$ cat config.mk
export PLATFORM = sky130hd
export DESIGN_NAME = alu_sequencer
export DESIGN_NICKNAME = d
export VERILOG_FILES = /design/src/rtl/alu_pkg.sv /design/src/rtl/serial_shifter.sv /design/src/rtl/alu_sequencer.sv
export SDC_FILE = /design/constraint.sdc
export NUM_CORES = 1
export LEC_CHECK = 0
export BUFFER_PORTS_ARGS = -buffer_cell sky130_fd_sc_hd__buf_2
export CAP_MARGIN = 20
export CORE_UTILIZATION = 40
export CTS_BUF_LIST = sky130_fd_sc_hd__clkbuf_8
export DETAILED_ROUTE_END_ITERATION = 6
export PLACE_DENSITY = 0.65
export SETUP_SLACK_MARGIN = 0.05
export SYNTH_ARGS = -nofsm -noshare
export SYNTH_HDL_FRONTEND = slang
export SYNTH_HIERARCHICAL = 1
export SYNTH_SLANG_ARGS = --single-unit
export TNS_END_PERCENT = 50
$ cat constraint.sdc
create_clock -name clk -period 3.8 [get_ports clk]
set_input_delay 0.76 -clock clk [delete_from_list [all_inputs] [get_ports clk]]
set_output_delay 0.76 -clock clk [all_outputs]
set_load 0.02 [all_outputs]
$ cat src/rtl/alu_pkg.sv
// Shared encodings for the RV32I execute sequencer: ALU opcodes, status bit
// positions, the function code seen on in_fn and the sequencer state enum.
package alu_pkg;

   localparam logic [3:0] ALU_ADD = 4'b0000;
   localparam logic [3:0] ALU_SUB = 4'b1000;
   localparam logic [3:0] ALU_AND = 4'b0111;
   localparam logic [3:0] ALU_OR  = 4'b0110;
   localparam logic [3:0] ALU_XOR = 4'b0100;

   localparam int ST_CARRY  = 0;
   localparam int ST_PARITY = 1;
   localparam int ST_ZERO   = 2;
   localparam int ST_NEG    = 3;
   localparam int ST_OVF    = 4;

   typedef enum logic [3:0] {
      FN_ADD  = 4'd0,  FN_SUB  = 4'd1,  FN_AND  = 4'd2,  FN_OR   = 4'd3,
      FN_XOR  = 4'd4,  FN_SLT  = 4'd5,  FN_SLTU = 4'd6,  FN_SLL  = 4'd7,
      FN_SRL  = 4'd8,  FN_SRA  = 4'd9,  FN_BEQ  = 4'd10, FN_BNE  = 4'd11,
      FN_BLT  = 4'd12, FN_BGE  = 4'd13, FN_BLTU = 4'd14, FN_BGEU = 4'd15
   } fn_e;

   typedef enum logic [1:0] {
      S_IDLE  = 2'd0,
      S_EXEC  = 2'd1,
      S_SHIFT = 2'd2,
      S_DONE  = 2'd3
   } state_e;

   // True for the three iterative shift functions.
   function automatic logic is_shift(input fn_e f);
      return (f == FN_SLL) || (f == FN_SRL) || (f == FN_SRA);
   endfunction

   // True for compares that run as a signed compare on MSB-flipped operands.
   function automatic logic is_ucmp(input fn_e f);
      return (f == FN_SLTU) || (f == FN_BLTU) || (f == FN_BGEU);
   endfunction

endpackage

$ cat src/rtl/serial_shifter.sv
// Multi-cycle barrel-free shifter: moves at most SHIFT_STEP bits per step
// until the loaded shift amount is used up.
module serial_shifter #(
   parameter int SHIFT_STEP = 1
) (
   input  logic        clk,
   input  logic        rst,
   input  logic        load,
   input  logic        step,
   input  logic        left,
   input  logic        arith,
   input  logic [31:0] load_data,
   input  logic [4:0]  load_amt,
   output logic [31:0] data_nxt,
   output logic        done
);

   localparam logic [4:0] STEP = 5'(SHIFT_STEP);

   logic [31:0]        data_q;
   logic signed [31:0] sdata;
   logic [4:0]         rem_q;
   logic [4:0]         amt;
   logic [4:0]         rem_nxt;

   assign amt     = (rem_q < STEP) ? rem_q : STEP;
   assign rem_nxt = rem_q - amt;
   // Asserted on the step that consumes the last remaining bits.
   assign done    = (rem_nxt == 5'd0);
   assign sdata   = data_q;

   // Shifted value after the current step; SRA replicates the sign bit.
   always_comb begin
      if (left)
         data_nxt = data_q << amt;
      else if (arith)
         data_nxt = sdata >>> amt;
      else
         data_nxt = data_q >> amt;
   end

   // Remaining-count register (control, reset).
   always_ff @(posedge clk or posedge rst) begin
      if (rst)
         rem_q <= 5'd0;
      else if (load)
         rem_q <= load_amt;
      else if (step)
         rem_q <= rem_nxt;
   end

   // Shift data register (datapath, not reset).
   always_ff @(posedge clk) begin
      if (load)
         data_q <= load_data;
      else if (step)
         data_q <= data_nxt;
   end

endmodule

$ cat src/rtl/alu_sequencer.sv
// Execute controller in front of the combinational ALU: sequences one
// operation at a time, adding compares, branch resolution and serial shifts.
module alu_sequencer
   import alu_pkg::*;
#(
   parameter int SHIFT_STEP = 1
) (
   input  logic        clk,
   input  logic        rst,
   input  logic        in_valid,
   output logic        in_ready,
   input  logic [3:0]  in_fn,
   input  logic [31:0] in_a,
   input  logic [31:0] in_b,
   output logic [31:0] alu_a,
   output logic [31:0] alu_b,
   output logic [3:0]  alu_op,
   input  logic [31:0] alu_result,
   input  logic [4:0]  alu_status,
   output logic        out_valid,
   input  logic        out_ready,
   output logic [31:0] out_result,
   output logic        out_taken
);

   localparam logic [31:0] MSB = 32'h8000_0000;

   state_e      state, state_nxt;
   fn_e         fn_in, fn_q;
   logic [31:0] a_q, b_q;
   logic [31:0] result_q;
   logic        taken_q;
   logic        accept;
   logic        lt, eq;
   logic [3:0]  exec_op;
   logic [31:0] exec_res;
   logic        exec_taken;
   logic [31:0] sh_nxt;
   logic        sh_done;
   logic        unused_status;

   assign fn_in         = fn_e'(in_fn);
   assign in_ready      = (state == S_IDLE) & ~rst;
   assign accept        = in_valid & in_ready;
   assign out_valid     = (state == S_DONE);
   assign out_result    = result_q;
   assign out_taken     = taken_q;
   assign alu_a         = a_q;
   assign alu_b         = b_q;
   assign alu_op        = (state == S_EXEC) ? exec_op : ALU_ADD;
   assign lt            = alu_status[ST_NEG] ^ alu_status[ST_OVF];
   assign eq            = alu_status[ST_ZERO];
   assign unused_status = ^alu_status[ST_PARITY:ST_CARRY];

   // ALU opcode required by the registered function.
   always_comb begin
      exec_op = ALU_SUB;
      case (fn_q)
         FN_ADD:                 exec_op = ALU_ADD;
         FN_AND:                 exec_op = ALU_AND;
         FN_OR:                  exec_op = ALU_OR;
         FN_XOR:                 exec_op = ALU_XOR;
         FN_SLL, FN_SRL, FN_SRA: exec_op = ALU_ADD;
         default:                exec_op = ALU_SUB;
      endcase
   end

   // Result and branch decision produced at the end of the EXEC cycle.
   always_comb begin
      exec_res   = 32'd0;
      exec_taken = 1'b0;
      case (fn_q)
         FN_ADD, FN_SUB, FN_AND, FN_OR, FN_XOR: exec_res = alu_result;
         FN_SLT, FN_SLTU:                       exec_res = {31'b0, lt};
         FN_SLL, FN_SRL, FN_SRA:                exec_res = a_q;
         FN_BEQ:                                exec_taken = eq;
         FN_BNE:                                exec_taken = ~eq;
         FN_BLT, FN_BLTU:                       exec_taken = lt;
         FN_BGE, FN_BGEU:                       exec_taken = ~lt;
         default:                               exec_res = 32'd0;
      endcase
   end

   serial_shifter #(
      .SHIFT_STEP (SHIFT_STEP)
   ) u_shifter (
      .clk       (clk),
      .rst       (rst),
      .load      (accept),
      .step      (state == S_SHIFT),
      .left      (fn_q == FN_SLL),
      .arith     (fn_q == FN_SRA),
      .load_data (in_a),
      .load_amt  (in_b[4:0]),
      .data_nxt  (sh_nxt),
      .done      (sh_done)
   );

   // State register.
   always_ff @(posedge clk or posedge rst) begin
      if (rst)
         state <= S_IDLE;
      else
         state <= state_nxt;
   end

   // Next-state logic.
   always_comb begin
      state_nxt = state;
      case (state)
         S_IDLE: begin
            if (accept)
               state_nxt = (is_shift(fn_in) && (in_b[4:0] != 5'd0)) ? S_SHIFT : S_EXEC;
         end
         S_EXEC:  state_nxt = S_DONE;
         S_SHIFT: if (sh_done) state_nxt = S_DONE;
         S_DONE:  if (out_ready) state_nxt = S_IDLE;
         default: state_nxt = S_IDLE;
      endcase
   end

   // Operand capture on accept (MSBs flipped for unsigned compares) and
   // result capture when EXEC or the final shift step completes.
   always_ff @(posedge clk or posedge rst) begin
      if (rst) begin
         fn_q     <= FN_ADD;
         a_q      <= 32'd0;
         b_q      <= 32'd0;
         result_q <= 32'd0;
         taken_q  <= 1'b0;
      end else begin
         if (accept) begin
            fn_q <= fn_in;
            a_q  <= is_ucmp(fn_in) ? (in_a ^ MSB) : in_a;
            b_q  <= is_ucmp(fn_in) ? (in_b ^ MSB) : in_b;
         end
         if (state == S_EXEC) begin
            result_q <= exec_res;
            taken_q  <= exec_taken;
         end else if ((state == S_SHIFT) && sh_done) begin
            result_q <= sh_nxt;
            taken_q  <= 1'b0;
         end
      end
   end

endmodule

==> impl_results.md, run 1 <==
- Worst-Skew Late Latency: 460 ps
- CTS Hold Buffers Added: 0
- CP arrival: 2220 ps
- Total CTS buffers: 17
- Antenna viol nets, final: 0
- Seq cells post-synth: between 100 and 150
- Largest family of logic cells by synthesized area: simple AND/OR/NAND/NOR gates
- Worst VDD drop: 0.000433 V
- Avg Cell Area, Syn: 10.1 um^2
- CP cell instances: inv_1 -> ha_1 -> nand2b_1 -> nor3_1 -> buf_2
- Setup violators final: 0
- Register area share after synthesis: between 40% and 50%
- # H-tree levels: 4
- Fin crit period: a little under 3000 ps
- Die Ht: 145 um
- Routability cong.: a little over 0.8
- Fraction of layout cells with a size suffix above 1: 31.6%
- Max Buffers Root-to-Sink: 2
- Setup Total Neg Slack: 0 ps
- CP endpoint kind: output port
- I/O pin cnt: ~210
- CP max stage cell: ha_1
- WS Path Type: flip-flop to output port
- Slew headroom: a little over a third
- GRT Resource Usage Total: 22.4%
- Drt drc: 0
- Compound-Gate Fraction of Synth Area: 17.1%
- Pre-CTS WS: roughly 1300 ps
- R2R setup slack: about 1300 ps
- Area delta synth->final: 19.7%
- Max incr delay on CP: around 650 ps
- Setup Fix Bufs, Post-CTS: 0
- Multiplexer share of the synthesized area: 12.9%
- Fin util: roughly 50%
- Post-synthesis xor/xnor area fraction: 0.532%
- Leakage: between 4 and 5 nW
- Width of the chip: around 150 um
- Routed wire length: roughly 23,000 um
- Clock slew at reported path FFs: about 90 ps
- Starting Density: 40.8%
- CTS sink count: 140
- Post-route clock skew: roughly 13 ps
- Worst Max-Slew Pin Slew: between 900 and 1000 ps
- First-pass GRT wire length: around 38,000 um
- Largest net degree at the start of global routing: ~70
- Row count: between 50 and 60
- Final Hold Slack: around 230 ps
- Hold Vio Cnt, Final: 0
- Slew Limit Fails: 0
- Mapped Nets: between 900 and 1,000
- Fin nets: 1,096
- RSZ-0062 raised after global routing: no
- Mapped cell area: about 0.0082 mm^2
- HPWL after DPL: 15,400 um
- Status: finished, final reports clean
- Post-placement cell count: roughly 1,200
- R2r endpoint: out_result[0]$_DFFE_PP0P_
- Initial antenna violation count: 1
- Crit path max fanout: 19
- Vias per cell: ~5.7
- Avg WL per Cell: about 18 um
- Post-Syn Instances: ~810
- CP required: around 3000 ps
- Buffers on Ports: about 210
- Layout Cells excl Fill: between 1,000 and 1,500
- CTS tree: built
- Cell Pwr Density: about 920 mW/mm^2
- Number of flops mapped to enable cells by yosys: 32
- Vias in the first global route: roughly 7,200
- Die area: 0.0211 mm^2
- Async S/R FF share, synth: between 70% and 80%
- Number of detailed-route iterations in the first pass: 5
- Synth Area in Adders: 0.913%
- Worst reg2reg startpoint: u_shifter/rem_q[2]$_DFFE_PP0P_
- Max frequency: roughly 340 MHz
- Ys flop type: dfrtp_1
- Post-synthesis cell type count: between 50 and 60
- Ys Warns: 6
- MaxCap Viol Count: 0
- Final period utilization: between 70% and 80%
- Vias: around 7,200
- Total gr overflow: 0
- Simple-Gate Fraction of Synth Area: ~19%
- Startpoint types: flip-flop
- Cts repair resizes: 0
- Reg2reg path depth: 9
- Core area: around 0.02 mm^2
- DRT iter0 DRCs: approximately 610
- Worst hold path class: primary input to asynchronous set/reset pin
- Cell chosen for the clock root: clkbuf_8
- Final critical-path setup slack: 820 ps
## metal layers
layer  vias up  track usage (%)  wire length [um]
met3        36             5.27              1360
met4         0             8.16               528
met5         -                0                 0
li1       3382                -                 -
met1      3517             29.4             10200
met2       279             36.3             11000
## state kept, by name, summed over array words and instances (netlist names)
signal / count
alu_a: 32
alu_b: 32
fn_q: 4
out_result: 32
out_taken: 1
state: 2
u_shifter/data_q: 32
u_shifter/rem_q: 5
## cell type report
cell class                      instances  area [um^2]
Antenna cell                            1         2.50
Clock inverter                         14          181
Tap cell                              270          338
Timing Repair Buffer                  228         1210
Clock buffer                           18          248
Inverter                               16         63.8
Sequential cell                       140         3660
Fill cell                            1906        10300
Multi-Input combinational cell        578         4140
## critical path: cells and delay by family (launching register included)
family	cells	cell delay [ps]
flops	1	410
fa+ha+maj	1	650
buf+inv	2	310
simple gates	2	390
## logic make-up after synthesis
logic type | Yosys count
flip-flops | 140
XOR/XNOR | 5
buffers and inverters | 95
AND/OR/NAND/NOR | 259
multiplexers | 98
AO/OA/AOI/OAI | 210
adder cells (fa/ha/maj) | 6
## cells in the final DEF (no fill, tap or decap), types with 3 or more instances in the layout
cell	synthesis	routed
or3b_1	17	17
dfrtp_1	108	108
buf_4	3	17
buf_2	30	209
nor2_1	27	26
nand3b_1	17	17
nand3_1	33	33
nand2_1	46	45
o221a_2	30	30
ha_1	6	6
nand4_1	19	19
a211o_1	3	3
bufinv_16	0	3
o21ai_1	40	40
inv_1	15	13
mux2i_1	32	32
nor3b_1	16	16
o21ai_0	32	32
a31oi_1	22	22
clkbuf_8	0	18
mux2_1	63	63
a22oi_2	9	9
xnor2_1	4	4
or4_1	31	31
nand2b_1	37	37
mux2_2	3	3
clkinv_4	0	3
a21oi_1	53	52
edfxtp_1	32	32
a22oi_1	6	6
## Yosys cell counts (3+ instances only)
| master | number | area [um^2] |
|---|---|---|
| o21ai_1 | 40 | 200 |
| nor2_1 | 27 | 101 |
| xnor2_1 | 4 | 35.0 |
| o21ai_0 | 32 | 160 |
| mux2_2 | 3 | 33.8 |
| buf_4 | 3 | 22.5 |
| buf_6 | 5 | 56.3 |
| a31oi_1 | 22 | 138 |
| dfrtp_1 | 108 | 2700 |
| inv_1 | 15 | 56.3 |
| nand4_1 | 19 | 119 |
| mux2i_1 | 32 | 320 |
| edfxtp_1 | 32 | 961 |
| nor3_1 | 3 | 15.0 |
| clkbuf_1 | 37 | 139 |
| buf_1 | 4 | 15.0 |
| a22oi_1 | 6 | 45.0 |
| ha_1 | 6 | 75.1 |
| a21oi_1 | 53 | 265 |
| or4_1 | 31 | 233 |
| o221a_2 | 30 | 338 |
| a22oi_2 | 9 | 113 |
| nand2_1 | 46 | 173 |
| nand2b_1 | 37 | 231 |
| nand3_1 | 33 | 165 |
| a211o_1 | 3 | 26.3 |
| buf_2 | 30 | 150 |
| or3b_1 | 17 | 149 |
| mux2_1 | 63 | 709 |
| nor3b_1 | 16 | 120 |
| nand3b_1 | 17 | 128 |
## report_power, final
part	leakage [nW]	switching, W	internal, W
registers	1.58	0.000566	0.00239
logic	2.27	0.00292	0.00181
clock network	0.218	0.000658	0.000682
total	4.07	0.00415	0.00488
## per-stage QoR
step           cell area (um^2)  total power [W]
6_report                   9850          0.00903
5_1_grt                    9850          0.00967
4_1_cts                    9850          0.00908
3_5_place_dp               9420          0.00772
3_3_place_gp               9420          0.00760
2_1_floorplan              8230          0.00632
## worst max-delay path by stage
stage | start | to | slack, ps | cells after the start
finish | state[1]$_DFFE_PP0P_ | alu_op[0] | 820 | 5
global route | state[1]$_DFFE_PP0P_ | alu_op[0] | 610 | 5
CTS | state[1]$_DFFE_PP0P_ | alu_op[0] | 740 | 5
detailed placement | state[1]$_DFFE_PP0P_ | alu_op[0] | 1270 | 5
global placement | u_shifter/rem_q[1]$_DFFE_PP0P_ | state[0]$_DFFE_PP0P_ | 1270 | 6
floorplan | rst | u_shifter/data_q[0]$_DFFE_PP_ | 550 | 8
Power figures use the tool's default switching activity.
==> run 2, diff against run 1 <==
Clock period 3.8 ns to 2.96 ns, I/O delays scaled along.
==> impl_results.md, run 2 (same netlist as run 1, synthesis figures left out) <==
- Width of the chip: 145 um (unchanged)
- Clock slew at reported path FFs: 90 ps (about the same)
- CP arrival: 1970 ps (-250 ps)
- Core area: 0.0202 mm^2 (unchanged)
- CP max stage cell: buf_4
- Crit path max fanout: 60 (+41)
- Final Hold Slack: 70.8 ps (-161 ps)
- Total gr overflow: 0 (unchanged)
- Worst-Skew Late Latency: 450 ps (about the same)
- CTS Hold Buffers Added: 0 (unchanged)
- CP cell instances: buf_4 -> inv_2 -> or3_1 -> a21oi_1 -> buf_2
- GRT Resource Usage Total: 21.9% (-0.52 points)
- Area delta synth->final: 20.2%
- Fraction of layout cells with a size suffix above 1: 31.8% (+0.24 points)
- Max Buffers Root-to-Sink: 2 (unchanged)
- Startpoint types: flip-flop
- Cell chosen for the clock root: clkbuf_8
- Leading cell type in the layout, fill and taps excluded: buf_2
- MaxCap Viol Count: 0 (unchanged)
- I/O pin cnt: 212 (unchanged)
- HPWL after DPL: 15,800 um (+2.3%)
- # H-tree levels: 4 (unchanged)
- Avg WL per Cell: 18.0 um (-1.2%)
- Routability cong.: 0.803 (-1.5%)
- Worst VDD drop: 0.000577 V (+33%)
- WS Path Type: flip-flop to output port
- Cts repair resizes: 0 (unchanged)
- Commonest cells after routing, fill and taps aside: 209 x buf_2, 108 x dfrtp_1, 63 x mux2_1
- Antenna viol nets, final: 0 (unchanged)
- Fin crit period: 2560 ps
- Number of detailed-route iterations in the first pass: 5 (unchanged)
- Initial antenna violation count: 1 (unchanged)
- DRT iter0 DRCs: 494 (-19%)
- Cell Pwr Density: 1170 mW/mm^2 (+28%)
- Total power: 0.0116 W (+28%)
- Setup Fix Bufs, Post-CTS: 0 (unchanged)
- Row count: 52 (unchanged)
- Setup violators final: 0 (unchanged)
- Vias per cell: 5.62 (-1.4%)
- Slew headroom: 34.6% (-1.1 points)
- Die Ht: 145 um (unchanged)
- Buffers on Ports: 209 (unchanged)
- Worst hold path class: primary input to asynchronous set/reset pin
- Die area: 0.0211 mm^2 (unchanged)
- Total CTS buffers: 17 (unchanged)
- Max incr delay on CP: 430 ps (-220 ps)
- Drt drc: 0 (unchanged)
- Status: finished, final reports clean
- Slew Limit Fails: 0 (unchanged)
- Leakage: 4.11 nW (+0.81%)
- Max frequency: between 300 and 400 MHz
- Vias: 7,141 (-1.0%)
- CTS sink count: 140 (unchanged)
- Largest net degree at the start of global routing: 72 (unchanged)
- RSZ-0062 raised after global routing: no
- Vias in the first global route: 6,978 (-2.6%)
- CP required: 2370 ps (-670 ps)
- Routed wire length: 22,900 um (-0.84%)
- CTS tree: built
- Fin nets: 1,101 (+0.46%)
- Hold Vio Cnt, Final: 0 (unchanged)
- Post-route clock skew: 18.2 ps (+5.30 ps)
- Final period utilization: between 80% and 90%
- First-pass GRT wire length: 37,100 um (-1.9%)
- Worst Max-Slew Pin Slew: 981 ps (+16.7 ps)
- Starting Density: 40.8% (unchanged)
- CP endpoint kind: output port
==> run 2: worst paths after layout <==
path                       slack (ps)                             end  cells after the start                            from
setup / recovery                  400                       alu_op[2]                      5             fn_q[2]$_DFFE_PP0P_
hold / removal                     70  u_shifter/rem_q[4]$_DFFE_PP0P_                      2                             rst
setup reg to reg                  470            state[0]$_DFFE_PP0P_                      9  u_shifter/rem_q[2]$_DFFE_PP0P_
hold reg to reg                   490           alu_b[12]$_DFFE_PP0P_                      1           alu_b[12]$_DFFE_PP0P_
max in group asynchronous        2100            alu_a[9]$_DFFE_PP0P_                      3                             rst
min in group clk                  350           alu_b[12]$_DFFE_PP0P_                      2                        in_b[12]
==> run 2: final cells by class <==
cell class,instances,area (um^2)
Fill cell,1921,10300
Timing Repair Buffer,233,1250
Clock buffer,20,275
Sequential cell,140,3660
Inverter,16,63.8
Antenna cell,1,2.50
Clock inverter,12,158
Tap cell,270,338
Multi-Input combinational cell,578,4140
==> run 2: stage by stage <==
stage	area [um^2]	std cells	setup WS [ps]	TNS [ps]	utilization, %
after floorplan	8230	813	-204	-6520	-
after global placement	9460	1237	478	0	46.9
after detailed placement	9460	1237	501	0	46.9
after CTS	9890	1269	369	0	49.0
after global routing	9890	1270	224	0	49.0
final	9890	1270	397	0	49.0
==> run 2: power breakdown <==
part,switching (W),internal (W)
registers,0.000773,0.00306
logic,0.00369,0.00234
clock network,0.000803,0.000911
==> run 2: routing by layer <==
| layer | GRT usage, % | wire length (um) |
|---|---|---|
| met1 | 29.0 | 10200 |
| met3 | 4.67 | 1300 |
| met5 | 0 | 0 |
| met2 | 35.7 | 10800 |
| met4 | 7.37 | 544 |
==> run 2: critical path, delay by kind of cell (launching register included) <==
kind                   cells  cell delay (ps)
AOI/OAI and AO/OA          1              150
and+or+nand+nor            1              310
DFF                        1              360
buffers and inverters      3              690
==> run 3, diff against run 2 <==
Settings changed: REMOVE_ABC_BUFFERS from default to 1, SETUP_SLACK_MARGIN 0.05 to default.
==> impl_results.md, run 3 (same netlist as run 1, synthesis figures left out) <==
- Status: finished, final reports clean
- Routability cong.: 0.773 (-3.8%)
- DRT iter0 DRCs: 407 (-18%)
- Initial antenna violation count: 2 (+1)
- CP top delay family: flip-flops
- R2R setup slack: 530 ps (+60 ps)
- Die area: 0.0211 mm^2 (unchanged)
- MaxCap Viol Count: 0 (unchanged)
- Fin nets: 1,104 (+0.27%)
- CTS Hold Buffers Added: 0 (unchanged)
- CTS tree: built
- Vias: 7,091 (-0.70%)
- Cts repair resizes: 0 (unchanged)
- CP arrival: 1900 ps (-70 ps)
- Worst path buffer plus inverter count: 2 (-1)
- Post-route clock skew: 16.1 ps (-2.18 ps)
- Max incr delay on CP: 400 ps (-30 ps)
- Fraction of layout cells with a size suffix above 1: 32.2% (+0.40 points)
- CP endpoint kind: output port
- R2r endpoint: state[0]$_DFFE_PP0P_
- Slew Limit Fails: 0 (unchanged)
- Worst VDD drop: 0.000530 V (-8.1%)
- Worst-Skew Late Latency: 470 ps (+20 ps)
- Worst reg2reg startpoint: u_shifter/rem_q[1]$_DFFE_PP0P_
- Commonest cells after routing, fill and taps aside: 209 x buf_2, 107 x dfrtp_1, 63 x mux2_1
- Crit. Startpoint: state[1]$_DFFE_PP0P_
- CP cell instances: inv_1 -> ha_1 -> nand2b_1 -> nor3_1 -> buf_2
- CP required: 2370 ps (about the same)
- Setup violators final: 0 (unchanged)
- Slew headroom: 32.9% (-1.6 points)
- Cell Pwr Density: 1150 mW/mm^2 (-1.4%)
- Area delta synth->final: 19.8%
- Reg2reg path depth: 6 (-3)
- WP depth: 5 (unchanged)
- Starting Density: 40.8% (unchanged)
- Avg WL per Cell: 17.7 um (-2.0%)
- Vias per cell: 5.57 (-1.0%)
- Final critical-path setup slack: 467 ps (+70.0 ps)
- CP max stage cell: dfrtp_1
- Cell chosen for the clock root: clkbuf_8
- Layout Cells excl Fill: 1,274 (+0.31%)
- Row count: 52 (unchanged)
- Antenna viol nets, final: 0 (unchanged)
- Drt drc: 0 (unchanged)
- Fin crit period: 2490 ps (-70.0 ps)
- Buffers on Ports: 209 (unchanged)
- # H-tree levels: 4 (unchanged)
- Routed wire length: 22,500 um (-1.7%)
- Final Hold Slack: 60.1 ps (-10.8 ps)
- CTS sink count: 140 (unchanged)
- Pre-CTS WS: 538 ps (+36.9 ps)
- Crit path max fanout: 5 (-92%)
- Clock slew at reported path FFs: 90 ps (about the same)
- Vias in the first global route: 7,007 (+0.42%)
- First-pass GRT wire length: 36,400 um (-1.7%)
- Total power: 0.0114 W (-1.7%)
- Total CTS buffers: 17 (unchanged)
- RSZ-0062 raised after global routing: no
- Max frequency: 401 MHz (+2.8%)
- HPWL after DPL: 14,900 um (-5.4%)
- Leading cell type in the layout, fill and taps excluded: buf_2
- Leakage: 4.09 nW (-0.40%)
- Total gr overflow: 0 (unchanged)
- Setup Total Neg Slack: 0 ps (unchanged)
- Largest net degree at the start of global routing: 104 (+44%)
- Width of the chip: 145 um (unchanged)
- Die Ht: 145 um (unchanged)
- I/O pin cnt: 212 (unchanged)
- CP endpoint: alu_op[0]
- Number of detailed-route iterations in the first pass: 4 (-1)
- GRT Resource Usage Total: 21.6% (-0.32 points)
- Startpoint types: flip-flop
- Worst Max-Slew Pin Slew: 1000 ps (+23.4 ps)
- Final period utilization: 84.2% (-2.4 points)
- Max Buffers Root-to-Sink: 2 (unchanged)
- Core area: 0.0202 mm^2 (unchanged)
- WS Path Type: flip-flop to output port
- Worst hold path class: primary input to asynchronous set/reset pin
- Hold Vio Cnt, Final: 0 (unchanged)
- Post-placement cell count: 1,240 (+0.24%)
- Setup Fix Bufs, Post-CTS: 0 (unchanged)
==> run 3: layout make-up <==
class,instances,area (um^2)
Clock inverter,15,123
Timing Repair Buffer,236,1290
Antenna cell,2,5.00
Fill cell,1962,10300
Multi-Input combinational cell,578,4140
Inverter,16,62.6
Tap cell,270,338
Clock buffer,17,234
Sequential cell,140,3660
==> run 3: where the power goes <==
part / leakage [nW] / switching [W] / internal [W]
sequential: 1.58 / 0.000718 / 0.00306
clock: 0.183 / 0.000855 / 0.000605
combinational: 2.32 / 0.00376 / 0.00238
total: 4.09 / 0.00533 / 0.00604
==> run 3: worst min-delay path by stage <==
stage	from	cells after the start	end	slack (ps)
after global routing	rst	2	u_shifter/rem_q[4]$_DFFE_PP0P_	50
after global placement	alu_b[31]$_DFFE_PP0P_	2	alu_b[31]$_DFFE_PP0P_	460
final	rst	2	u_shifter/rem_q[4]$_DFFE_PP0P_	60
after detailed placement	alu_b[19]$_DFFE_PP0P_	1	alu_b[19]$_DFFE_PP0P_	480
after CTS	rst	2	u_shifter/rem_q[4]$_DFFE_PP0P_	30
after floorplan	rst	1	u_shifter/rem_q[0]$_DFFE_PP0P_	370
==> run 3: stage by stage <==
stage          instance area (um^2)  util, %
2_1_floorplan                  7840        -
3_3_place_gp                   9500     47.1
3_5_place_dp                   9500     47.1
4_1_cts                        9850     48.8
5_1_grt                        9850     48.9
6_report                       9860     48.9
==> run 3: metal layers <==
metal	track usage (%)	up-vias	part of all wire, %
li1	-	3389	-
met1	28.4	3446	46
met2	35.7	233	47
met3	4.70	23	5.6
met4	6.37	0	1.4
met5	0	-	0
